<file path="config.mk">
export PLATFORM = sky130hd
export DESIGN_NAME = bus_arbiter4
export DESIGN_NICKNAME = d
export VERILOG_FILES = /design/src/rtl/bus_arbiter4.sv
export SDC_FILE = /design/constraint.sdc
export NUM_CORES = 1
export LEC_CHECK = 0
export BUFFER_PORTS_ARGS = -buffer_cell sky130_fd_sc_hd__buf_2
export CAP_MARGIN = 20
export CORE_MARGIN = 3
export CORE_UTILIZATION = 38
export DETAILED_ROUTE_END_ITERATION = 10
export HOLD_SLACK_MARGIN = 0.08
export PLACE_DENSITY = 0.94
export SETUP_SLACK_MARGIN = 0.5
export SYNTH_ARGS = -nofsm -noshare
export SYNTH_HDL_FRONTEND = slang
export SYNTH_HIERARCHICAL = 1
export SYNTH_SLANG_ARGS = --single-unit
</file>
<file path="constraint.sdc">
create_clock -name clk -period 5.4 [get_ports clk]
set_input_delay 1.08 -clock clk [delete_from_list [all_inputs] [get_ports clk]]
set_output_delay 1.08 -clock clk [all_outputs]
set_load 0.03 [all_outputs]
</file>
<file path="src/rtl/bus_arbiter4.sv">
// Four-way round-robin arbiter that shares one result bus through a mux4input,
// with valid/ready handshake toward the consumer and bursts of up to MAX_BURST words.

module mux4input #(
    parameter int WIDTH = 32
) (
    input  logic [1:0]       addr,
    input  logic [WIDTH-1:0] in0,
    input  logic [WIDTH-1:0] in1,
    input  logic [WIDTH-1:0] in2,
    input  logic [WIDTH-1:0] in3,
    output logic [WIDTH-1:0] out
);
    always_comb begin
        case (addr)
            2'd0:    out = in0;
            2'd1:    out = in1;
            2'd2:    out = in2;
            default: out = in3;
        endcase
    end
endmodule

module bus_arbiter4 #(
    parameter int WIDTH     = 32,
    parameter int MAX_BURST = 4
) (
    input  logic             clk,
    input  logic             reset,
    input  logic [3:0]       req,
    input  logic [WIDTH-1:0] in0,
    input  logic [WIDTH-1:0] in1,
    input  logic [WIDTH-1:0] in2,
    input  logic [WIDTH-1:0] in3,
    input  logic             out_ready,
    output logic             out_valid,
    output logic [WIDTH-1:0] out_data,
    output logic [1:0]       sel,
    output logic [3:0]       ack,
    output logic             busy
);
    localparam int CW = (MAX_BURST > 1) ? $clog2(MAX_BURST) : 1;
    localparam logic [CW-1:0] CNT_LAST = CW'(MAX_BURST - 1);

    typedef enum logic {IDLE, GRANT} state_t;

    state_t          state, state_nx;
    logic [1:0]      sel_nx;
    logic [1:0]      last, last_nx;
    logic [CW-1:0]   cnt, cnt_nx;
    logic [1:0]      winner;
    logic [WIDTH-1:0] mux_out;

    mux4input #(.WIDTH(WIDTH)) u_mux (
        .addr (sel),
        .in0  (in0),
        .in1  (in1),
        .in2  (in2),
        .in3  (in3),
        .out  (mux_out)
    );

    // Scan last+1 .. last+4 so the previous owner is considered last.
    always_comb begin
        logic       found;
        logic [1:0] idx;
        winner = last;
        found  = 1'b0;
        for (int unsigned k = 1; k <= 4; k++) begin
            idx = last + 2'(k);
            if (!found && req[idx]) begin
                winner = idx;
                found  = 1'b1;
            end
        end
    end

    always_comb begin
        out_valid = 1'b0;
        out_data  = '0;
        ack       = '0;
        busy      = 1'b0;
        state_nx  = state;
        sel_nx    = sel;
        last_nx   = last;
        cnt_nx    = cnt;

        case (state)
            IDLE: begin
                if (req != '0) begin
                    sel_nx   = winner;
                    cnt_nx   = '0;
                    state_nx = GRANT;
                end
            end
            GRANT: begin
                busy      = 1'b1;
                out_valid = req[sel];
                if (out_valid) begin
                    out_data = mux_out;
                    if (out_ready) begin
                        ack = 4'b0001 << sel;
                        if (cnt == CNT_LAST) begin
                            state_nx = IDLE;
                            last_nx  = sel;
                            cnt_nx   = '0;
                        end else begin
                            cnt_nx = cnt + CW'(1);
                        end
                    end
                end else begin
                    state_nx = IDLE;
                    last_nx  = sel;
                    cnt_nx   = '0;
                end
            end
            default: state_nx = IDLE;
        endcase

        // Reset masks the handshake combinationally, even mid-burst.
        if (reset) begin
            out_valid = 1'b0;
            out_data  = '0;
            ack       = '0;
            busy      = 1'b0;
        end
    end

    always_ff @(posedge clk) begin
        if (reset) begin
            state <= IDLE;
            sel   <= 2'd0;
            last  <= 2'd3;
            cnt   <= '0;
        end else begin
            state <= state_nx;
            sel   <= sel_nx;
            last  <= last_nx;
            cnt   <= cnt_nx;
        end
    end
endmodule

</file>
# Word level (Yosys, flattened, before mapping)
# Cells that the tools add are included.
[op_classes]
n_addsub = 4
n_mul = 0
n_div = 0
n_lt_le_gt_ge = 5
n_eq_ne = 7
shifts = 1
muxes = 42
n_bitwise = 1
n_reduce_logical = 11
[ops]
columns = ["cell", "count"]
rows = [
  ["32-bit two-way mux", 3],
  ["32-bit one-hot mux with 3 select lines", 1],
  ["2-bit two-way mux", 11],
  ["1-bit two-way mux", 16],
  ["4-bit two-way mux", 4],
  ["2-bit by 3-bit less-than comparator with 1-bit output, second input constant", 5],
  ["1-bit binary-select mux with 2-bit select", 5],
  ["2-bit by 1-bit adder with 2-bit output, second input constant", 2],
  ["2-bit adder, second input constant", 2],
  ["2-bit equality test, second input constant", 2],
  ["2-bit inequality test, second input constant", 2],
  ["2-bit one-hot mux with 2 select lines", 1],
  ["2-bit AND reduction", 2],
  ["4-bit nonzero test", 1],
  ["1-bit by 2-bit left shift with 4-bit output, first input constant", 1],
  ["1-bit logical AND", 3],
  ["1-bit zero test", 3],
  ["3-bit inequality test, second input constant", 1],
  ["3-bit AND reduction", 1],
  ["2-bit by 1-bit equality test with 1-bit output, second input constant", 1],
  ["2-bit zero test", 1],
  ["2-bit by 1-bit inequality test with 1-bit output, second input constant", 1],
  ["1-bit one-hot mux with 2 select lines", 1],
  ["1-bit inverter", 1],
]
[word_totals]
ff_bits = 7
latch_bits = 0
ramBits = 0
romBits = 0
out_inout_bits = 40
mem_count = 0

# Longest topological paths before layout
# Gate-level depths: netlist of run 1.
[logic_depth]
depth_word = 13
depth_mapped = 5
ltp_nobuf = 5

# Modules after synthesis
# Netlist of run 1, hierarchy kept.
[by_module_without_submodules]
columns = ["module", "instances", "cells_each", "area_per_inst_um2"]
rows = [
  ["mux4input", 1, 39, 814.5],
  ["bus_arbiter4", 1, 109, 790.8],
]

# Least setup slack after synthesis of run 1
# No wires, ideal clock.
[synth_path]
kind = "input to output"
start = "in req[3]"
end = "out ack[1]"
arrival_time_ns = 2.707
required_time_ns = 4.320
slack_ns = 1.613
cell_stages = 5
path_cell_list = "clkbuf_2 > mux4_2 > and2_2 > nand2_1 > nor3b_1"
[synth_via]
elab_chain_len = 5
[synth_lines]
columns = ["item", "line_no", "text"]
rows = [
  ["start, declared", "30", "input logic [3:0] req,"],
  ["1-bit binary-select mux with 2-bit select", "98", "out_valid = req[sel];"],
  ["1-bit two-way mux (implied by the code)", "98", ""],
  ["4-bit two-way mux", "99", "if (out_valid) begin"],
  ["4-bit two-way mux", "88", "case (state)"],
  ["4-bit two-way mux", "121", "if (reset) begin"],
  ["end, declared", "39", "output logic [3:0] ack,"],
]
# Every way passes these cells. The select of a mux whose other input is x is not followed.

# Worst setup path in the final report of run 1
# Same ends and word-level chain as after synthesis.

==> flow_results.org, run 1 <==
** Power and ir drop
- Largest vdd supply drop :: 0.000165 V
- Standby leakage power :: ~1.3 nW
- Ratio of total power to cell area :: 162 nW/um^2

** STA
- Clock skew on the completed layout was measured at 0.00261 ns.
- Subtracting the final worst setup slack from the clock period gives 3.81 ns.
- The max-slew violation count came to 0.
- Total negative slack for setup checks :: 0 ns
- The worst pin sits at a relative slew slack of 55.1%.
- Final hold violation count :: 0
- Slew at the pin closest to its max-slew limit :: 0.667 ns
- Final count of negative-setup-slack endpoints :: 0
- Dividing the final minimum period by the clock period gives 70.5%.
- Setup repair after global routing missed its margin :: no
- Achievable frequency :: 263 MHz
- Setup slack after layout :: 1.59 ns

** Detailed routing
- The first TritonRoute pass finished after 4 iterations.
- In this run, the number of DRC markers left after iteration 0 of detailed routing was 91.
- Count of unresolved DRC violations after routing :: 0
- The count of nets left with antenna violations once routing finished came out at 0.
- Dividing the detail-routed wire length by the instance count gives around 18 um.
- Avg Vias per Cell :: 5.67
- Via count :: approximately 2000
- Total routed wirelength :: 6510 um

** Clocking
- In this run the deepest clock path goes through 2 buffers.
- Maximum level of the CTS H-tree :: 1
- Number of setup buffers added after CTS :: 0
- TritonCTS built the clock tree.
- Clock-pin slew was measured on the worst setup and hold paths at 0.04 ns.
- Buffers inserted to repair hold after CTS numbered 0.
- Post_cts resized :: 0
- The clock drives 7 sinks.
- Clock latency of the later-clocked register in the worst-skew pair :: about 0.23 ns
- Clock tree synthesis inserted a total of 3 buffers.
- Clock root buffer :: sky130_fd_sc_hd__clkbuf_8

** Place
- After legalization and detailed placement, the total HPWL measured between 5000 and 6000 um.
- Placer Congestion :: 0.837
- Buffers on Ports :: 174
- Prior to clock tree synthesis, the placed netlist has a worst setup slack of roughly 1.6 ns.

** Floorplan
- From bottom edge to top edge, the die measures roughly 71 um.
- 175 I/O pins were placed.
- Total number of placement rows :: 22
- Die Span X :: 71.0 um
- Core area :: 3850 um^2
- Once the floorplan was initialized, standard cells occupied about two fifths of the core.
- Die Area :: 5040 um^2

** Logic synthesis
- Area fraction in and, or, nand and nor cells after synthesis :: 21.0%
- Seq/Total Area, Yosys :: 8.73%
- Average instance area after synthesis :: 10.8 um^2
- After Yosys synthesis, full adders, half adders and majority gates account for 0.779% of the synthesized area.
- Post-synthesis xor/xnor area fraction :: 0%
- After synthesis, the largest family of logic cells by area is multiplexers.
- Seq cells post-synth :: 7
- When the netlist entered floorplanning its net count stood at 284.
- Post-Synthesis Cell Area :: 1610 um^2
- The synthesized netlist contains 37 unique library cells.
- After synthesis, the share of cell area in mux cells is 48.9%.
- Number of warnings issued by yosys :: 6
- In the synthesized netlist, the number of instances is 148.
- Area fraction in compound gates after synthesis :: a little over a tenth

** Critical path
- Walking the worst path, the cells encountered are buf_2, mux4_2, and2_2, nand2_1, nor3b_1, buf_2.
- CP max stage delay :: approximately 0.76 ns
- Startpoint types :: input pin
- By startpoint and endpoint, the worst setup path is classified as in -> out.
- STA puts the critical path data arrival time at roughly 2.7 ns.
- Critical path peak fanout :: 35
- Endpoint class of the critical path :: output pin
- Data required time at the worst endpoint :: 4.32 ns
- Among all stages on the critical path, the largest delay is contributed by sky130_fd_sc_hd__mux4_2.
- Worst reg2reg setup slack :: 2.97 ns
- By instance count, the cell type seen most on the critical path is sky130_fd_sc_hd__buf_2.

** Global routing
- Maximum number of pins on one net before global-route repair :: 41
- The number of global-route vias before repair came to 2048.
- Global routing finished with a remaining overflow of 0.
- The first global-routing pass estimated 9830 um of wire.
- Number of antenna violations at the first check in global routing :: 0
- For met3 alone, demand over resource in global routing was 4.69%.
- Global routing consumed, on the met1 layer, 27.5% of the routing resources.
- Met2 Resource Use GR :: between 40 and 50%
- Global routing consumed, over all layers together, between 20 and 25% of the routing resources.
- Most crowded layer after global routing :: met2

** Final layout
- Area added between synthesis and finish :: 52.9%
- Diode count :: 0
- NumNets Final :: 445
- Share of post-route cells with drive strength above 1 :: 71.8%

** Run status
- Run status :: completed

** Min path
- Hold Path Class :: reg -> reg

** Flow run
- Max-cap violations in this run came to 0.
[synthesized netlist by cell type]
| master | number | area share (%) |
|---|---|---|
| sky130_fd_sc_hd__nand2b_1 | 1 | 0.39 |
| sky130_fd_sc_hd__o31ai_1 | 1 | 0.47 |
| sky130_fd_sc_hd__nand2_1 | 7 | 1.6 |
| sky130_fd_sc_hd__and3_1 | 30 | 12 |
| sky130_fd_sc_hd__nor4_1 | 1 | 0.39 |
| sky130_fd_sc_hd__clkbuf_2 | 2 | 0.62 |
| sky130_fd_sc_hd__o221ai_1 | 2 | 1.1 |
| sky130_fd_sc_hd__o32a_1 | 1 | 0.62 |
| sky130_fd_sc_hd__o311ai_0 | 1 | 0.55 |
| sky130_fd_sc_hd__and2b_1 | 1 | 0.47 |
| sky130_fd_sc_hd__buf_12 | 3 | 3.7 |
| sky130_fd_sc_hd__nor2_1 | 6 | 1.4 |
| sky130_fd_sc_hd__nor3_1 | 2 | 0.62 |
| sky130_fd_sc_hd__mux2_2 | 3 | 2.1 |
| sky130_fd_sc_hd__and2_2 | 1 | 0.47 |
| sky130_fd_sc_hd__a311oi_1 | 1 | 0.55 |
| sky130_fd_sc_hd__nor3b_1 | 3 | 1.4 |
| sky130_fd_sc_hd__dfxtp_1 | 7 | 8.7 |
| sky130_fd_sc_hd__or4b_1 | 1 | 0.62 |
| sky130_fd_sc_hd__o211ai_1 | 1 | 0.47 |
| sky130_fd_sc_hd__a32o_2 | 1 | 0.70 |
| sky130_fd_sc_hd__and2b_2 | 1 | 0.55 |
| sky130_fd_sc_hd__a32o_1 | 1 | 0.62 |
| sky130_fd_sc_hd__a21boi_0 | 2 | 0.94 |
| sky130_fd_sc_hd__a211o_1 | 2 | 1.1 |
| sky130_fd_sc_hd__and3_2 | 2 | 0.94 |
| sky130_fd_sc_hd__ha_1 | 1 | 0.78 |
| sky130_fd_sc_hd__buf_2 | 6 | 1.9 |
| sky130_fd_sc_hd__a21oi_1 | 6 | 1.9 |
| sky130_fd_sc_hd__buf_6 | 2 | 1.4 |
| sky130_fd_sc_hd__mux4_1 | 2 | 3.3 |
| sky130_fd_sc_hd__a2bb2oi_1 | 1 | 0.55 |
| sky130_fd_sc_hd__mux4_2 | 31 | 43 |
| sky130_fd_sc_hd__clkbuf_1 | 8 | 1.9 |
| sky130_fd_sc_hd__o21ai_0 | 3 | 0.94 |
| sky130_fd_sc_hd__inv_1 | 3 | 0.70 |
| sky130_fd_sc_hd__nor2b_1 | 1 | 0.39 |
[sequential cells by signal, summed over array words and instances (netlist names)]
register	cells
cnt	2
last	2
sel	2
state	1
[power breakdown]
group          switching, mW  leakage (nW)  internal [mW]
logic                  0.121          1.26          0.132
registers             0.0138        0.0580         0.0571
clock network         0.0230        0.0228         0.0511
[per-layer routing]
metal / share of wire, % / up-vias
met2: 54 / 118
met5: 0 / -
met4: 2.4 / 0
met3: 8.6 / 17
li1: - / 932
met1: 35 / 950
[area by class of cell]
cell class,instances,area (um^2)
Clock buffer,4,45.0
Multi-Input combinational cell,117,1300
Fill cell,333,1400
Timing Repair Buffer,177,893
Inverter,3,11.3
Tap cell,48,60.1
Sequential cell,7,141
[through the flow]
step | cells | util [%] | hold WS [ns] | cell area, um^2 | power (mW)
2_1_floorplan | 148 | - | 0.446 | 1610 | 0.254
3_3_place_gp | 352 | 62.5 | 0.460 | 2410 | 0.315
3_5_place_dp | 352 | 62.5 | 0.465 | 2410 | 0.325
4_1_cts | 356 | 63.7 | 0.474 | 2450 | 0.400
5_1_grt | 356 | 63.7 | 0.506 | 2450 | 0.424
6_report | 356 | 63.7 | 0.473 | 2450 | 0.398
[kinds of logic (layout without fill, tap and decap cells)]
kind of cell	count (synthesis)	in the layout
buffers and inverters	24	184
AO/OA/AOI/OAI	23	23
adder cells (fa/ha/maj)	1	1
AND/OR/NAND/NOR	57	57
flip-flops	7	7
multiplexers	36	36
[worst max-delay path: cells and delay by family]
kind	cells	cell delay, ns
mux	1	0.76
simple gates	3	0.55
buf+inv	2	0.35
[layout by cell type, fill, tap and decap left out, drive strengths merged, types with 2 or more instances in the layout]
master  synthesis  layout
dfxtp           7       7
nor2            6       6
inv             3       3
mux4           33      33
nor3            2       2
a32o            2       2
nand2           7       7
and2b           2       2
o21ai           3       3
buf            11     177
o221ai          2       2
a211o           2       2
mux2            3       3
clkbuf         10       4
and3           32      32
a21boi          2       2
nor3b           3       3
a21oi           6       6
[final timing paths]
| path | to | start | cells after the start |
|---|---|---|---|
| worst min register to register | cnt[1] | cnt[1] | 1 |
| worst min-delay path | cnt[1] | cnt[1] | 1 |
| worst max register to register | last[0] | sel[0] | 5 |
| worst max-delay path | ack[1] | req[3] | 6 |
Power figures use the tool's default switching activity.
==> run 2: changes to the inputs <==
Settings changed: ABC_AREA set to 1, CORE_UTILIZATION 38 to 40, PLACE_DENSITY 0.94 to 0.88.
Clock period 5.4 ns to 4 ns, I/O delays scaled along.
==> run 2 against run 1 <==
Utilization shrank 4.9 points. Flip-flop and latch count is the same. Wire length grew 21%. Die area grew 24%. Non-clock buffer count grew 2. Synthesized area grew 33%. Final area grew 18%. Via count grew 52%.
==> flow_results.org, run 2 <==
** Power and ir drop
- Largest vdd supply drop :: 0.000313 V (+90%)
- The internal cell power came to 0.480 mW (+100%).
- The net switching share of the total power came to 62.6% (+23 points).
- Power after layout :: 1.28 mW (+220%)
- The power share of the sequential group came to 13.4% (-4.4 points).
- Sw Pwr :: 0.802 mW (+410%)
- The logic gate share of total power is 79.0% (+15 points).
- The fraction of power consumed by the clock network came to 7.6% (-11 points).
- The leakage power of the design is 1.66 nW (+24%).
- The power per standard cell area is 441 nW/um^2 (+170%).

** Critical path
- Endpoint class of the critical path :: output pin
- The endpoint identified for the worst register-to-register timing path is last[0].
- Startpoint types :: flop
- Crit Path Category :: reg -> out
- Worst-case reg-to-reg path depth :: 9 (+4)
- The largest fanout on the critical path came to 38 (+8.6%).
- Arrival time reported for the critical path endpoint :: 2.42 ns (-0.31 ns)
- Worst reg2reg setup slack :: 2.12 ns (-0.85 ns)
- Data required time at the worst endpoint :: 3.20 ns (-1.12 ns)
- In this run the critical register-to-register path is launched from sel[0].

** Clocking
- The CTS sink count was 7 (unchanged).
- Hold-fix buffer count after cts :: 0 (unchanged)
- CTS tree :: yes
- The CTS buffer count was 3 (unchanged).
- The number of gates resized after CTS is 0 (unchanged).
- Worst-case clock buffer depth :: 2 (unchanged)
- The post-CTS repair timing setup buffer count came to 0 (unchanged).
- Maximum level of the CTS H-tree :: 1 (unchanged)
- The clock-pin slew on the worst setup and hold paths came to 0.04 ns (about the same).
- The insertion delay to the later sink of the worst-skew pair came to 0.22 ns (about the same).
- Clock root buffer :: sky130_fd_sc_hd__clkbuf_8

** Logic synthesis
- For this run, the leading register cell type out of synthesis is sky130_fd_sc_hd__dfxtp_1.
- Number of warnings issued by yosys :: 6 (unchanged)
- Sorting the synthesized cells by how often they occur yields sky130_fd_sc_hd__nand3_1, sky130_fd_sc_hd__nand2_1, sky130_fd_sc_hd__inv_1, sky130_fd_sc_hd__nand4_1, sky130_fd_sc_hd__nor2_2.
- The share of synthesized flip-flops with an asynchronous set or reset was 0% (unchanged).
- The number of flops mapped to enable cells by yosys came to 0 (unchanged).
- The area share of the leading cell type in the synthesized netlist was 23.4% (-20 points).
- The register bit count reported by yosys is 7 (unchanged).
- Seq/Total Area, Yosys :: 6.55% (-2.2 points)
- Post-Synthesis Cell Area :: 2140 um^2 (+33%)
- The total nets after synthesis was 503 (+77%).
- The count of mapped cells out of synthesis was 367 (+150%).
- Ranked by total cell area, the synthesized netlist is headed by sky130_fd_sc_hd__nand3_1, sky130_fd_sc_hd__nand2_1, sky130_fd_sc_hd__nand4_1.
- Cell taking the most area after synthesis :: sky130_fd_sc_hd__nand3_1
- Yosys cell types :: 26 (-30%)
- The average cell area after synthesis is 5.83 um^2 (-46%).
- Dominant cell by count in the synthesized netlist :: sky130_fd_sc_hd__nand3_1

** STA
- Setup repair after global routing left no endpoint under its margin.
- Static timing analysis puts the maximum clock frequency at 311 MHz.
- Fraction of the cycle the final worst path needs :: 80.5%
- Fin Clk Skew :: 0.00299 ns (+0.000388 ns)
- The slew of the pin with the lowest slew margin came to 0.726 ns (+0.0588 ns).
- Pins over their slew limit :: 0 (unchanged)
- Final hold violation count :: 0 (unchanged)
- Final count of negative-setup-slack endpoints :: 0 (unchanged)
- The relative slew slack came to 51.6% (-3.5 points).
- Total negative slack for setup checks :: 0 ns (unchanged)
- Crit path time final :: 3.22 ns

** Final layout
- Top Registers :: cnt x2, last x2, sel x2
- Filler cells :: 490 (+47%)
- The library cells used most frequently in the layout, excluding fill and tap cells, are sky130_fd_sc_hd__buf_2, sky130_fd_sc_hd__nand3_1, sky130_fd_sc_hd__nand2_1.
- The share of final-layout standard cells stronger than drive strength 1 is 44.9% (-27 points).
- Leaving out fill and tap cells, the most frequent cell in the layout is sky130_fd_sc_hd__buf_2.
- Diode count :: 0 (unchanged)
- Area added between synthesis and finish :: 35.9%
- NumNets Final :: 660 (+48%)

** Global routing
- Total global-route track usage :: 23.8% (-0.23 points)
- The wire length of the first global-routing pass came to 12600 um (+28%).
- Number of antenna violations at the first check in global routing :: 0 (unchanged)
- The number of global-route vias before repair came to 2888 (+41%).
- Remaining Overflow, GRT :: 0 (unchanged)
- The pin count of the biggest net entering global routing is 39 (-4.9%).

** Floorplan
- The horizontal die dimension is 79.1 um (+11%).
- The die span in y came to 79.1 um (+11%).
- Core area :: 4940 um^2 (+28%)
- The row count is 25 (+14%).
- Initial core utilization :: 43.3% (+1.6 points)
- The total I/O pin count came to 175 (unchanged).
- The die area is 6260 um^2 (+24%).

** Detailed routing
- The per-cell routed wire length is 13.3 um (-27%).
- The final routed DRC violation total is 0 (unchanged).
- The detailed route wirelength on metal3 came to 737 um (+31%).
- Via count :: 3060 (+52%)
- The violation count after the first detailed-route iteration came to 152 (+67%).
- Signal routing reaches up to met4.
- Avg Vias per Cell :: 5.19 (-8.5%)
- Total routed wirelength :: 7870 um (+21%)
- The number of iterations in the first detailed-routing pass is 5 (+1).
- The met2 wirelength from detailed routing is 3990 um (+13%).
- The number of nets still failing antenna checks after routing was 0 (unchanged).
- The wire length the detailed router placed on met1 came to 3010 um (+33%).

** Min path
- Worst hold start :: cnt[1]
- The number of instances on the worst hold path is 2 (+1).
- The worst hold path belongs to the class reg -> reg.
- The path with the worst hold slack has its endpoint at cnt[1].

** Run status
- The flow ran to the end, and the final reports show no timing, DRC or antenna violations.

** Flow run
- The number of maximum-capacitance violations came to 0 (unchanged).

** Place
- The post-detailed-placement half-perimeter wirelength came to 6020 um (+13%).
- Buffers on Ports :: 174 (unchanged)
- The final weighted congestion in routability-driven placement was 0.843 (+0.64%).
run 2: cell types whose count changed after synthesis, sizes merged, moves of 3 or more:
cell    change
and3       -31
inv        +47
mux4       -33
a21oi       -3
nor3b       -3
nand2      +75
buf        +16
mux2        -3
nand4      +33
nand3     +110
o21ai       -3
clkbuf     -10
nor2       +43
run 2: routing by layer:
layer,track usage [%],up-vias
met5,0,-
met4,7.39,0
met3,4.99,12
met2,44.9,148
met1,26.3,1372
li1,-,1528
run 2: power by group through the flow:
stage,combinational (mW),sequential [mW],clock (mW)
2_1_floorplan,0.900,0.127,0
3_3_place_gp,0.984,0.168,0
3_5_place_dp,1.01,0.172,0
4_1_cts,1.01,0.171,0.100
5_1_grt,1.13,0.180,0.105
6_report,1.01,0.172,0.0974
run 2: metrics by stage:
| step | utilization [%] | instances | hold slack, ns | instance area (um^2) | worst slack, ns |
|---|---|---|---|---|---|
| after floorplan | - | 367 | 0.456 | 2140 | 1.28 |
| after global placement | 57.9 | 586 | 0.483 | 2860 | 1.10 |
| after detailed placement | 57.9 | 586 | 0.488 | 2860 | 1.01 |
| after CTS | 58.8 | 590 | 0.499 | 2910 | 0.771 |
| after global routing | 58.8 | 590 | 0.537 | 2910 | 0.522 |
| final | 58.8 | 590 | 0.490 | 2910 | 0.781 |
run 2: worst max-delay path, stage by stage (launching register included):
cell	delay, ns
sky130_fd_sc_hd__dfxtp_2	0.78
sky130_fd_sc_hd__inv_1	0.20
sky130_fd_sc_hd__nand2_1	0.14
sky130_fd_sc_hd__o22ai_1	0.07
sky130_fd_sc_hd__nor2_1	0.11
sky130_fd_sc_hd__nand2_2	0.10
sky130_fd_sc_hd__nand2_4	0.10
sky130_fd_sc_hd__nor2_8	0.05
sky130_fd_sc_hd__inv_6	0.35
sky130_fd_sc_hd__nor2_1	0.07
sky130_fd_sc_hd__buf_2	0.19
run 2: kinds of logic (layout without fill, tap and decap cells):
kind of cell	after synthesis	after routing	synth area share (%)
simple gates	276	276	69.3
buf+inv	77	233	21.8
flops	7	7	6.55
compound gates	5	5	1.35
fa+ha+maj	1	1	0.585
xor+xnor	1	1	0.410
run 2: cell type report:
class,count,area [um^2],area share (%)
Sequential cell,7,143,4.91
Timing Repair Buffer,179,908,31.3
Tap cell,67,83.8,2.89
Multi-Input combinational cell,283,1530,52.8
Clock buffer,4,45.0,1.55
Inverter,50,193,6.63
run 2: how the worst max path moves through the flow:
stage / start / endpoint
global placement: sel[0] / out_data[31]
floorplan: req[3] / ack[0]
detailed placement: sel[0] / out_data[31]
CTS: sel[0] / out_data[31]
finish: sel[0] / out_data[31]
global route: sel[0] / out_data[31]
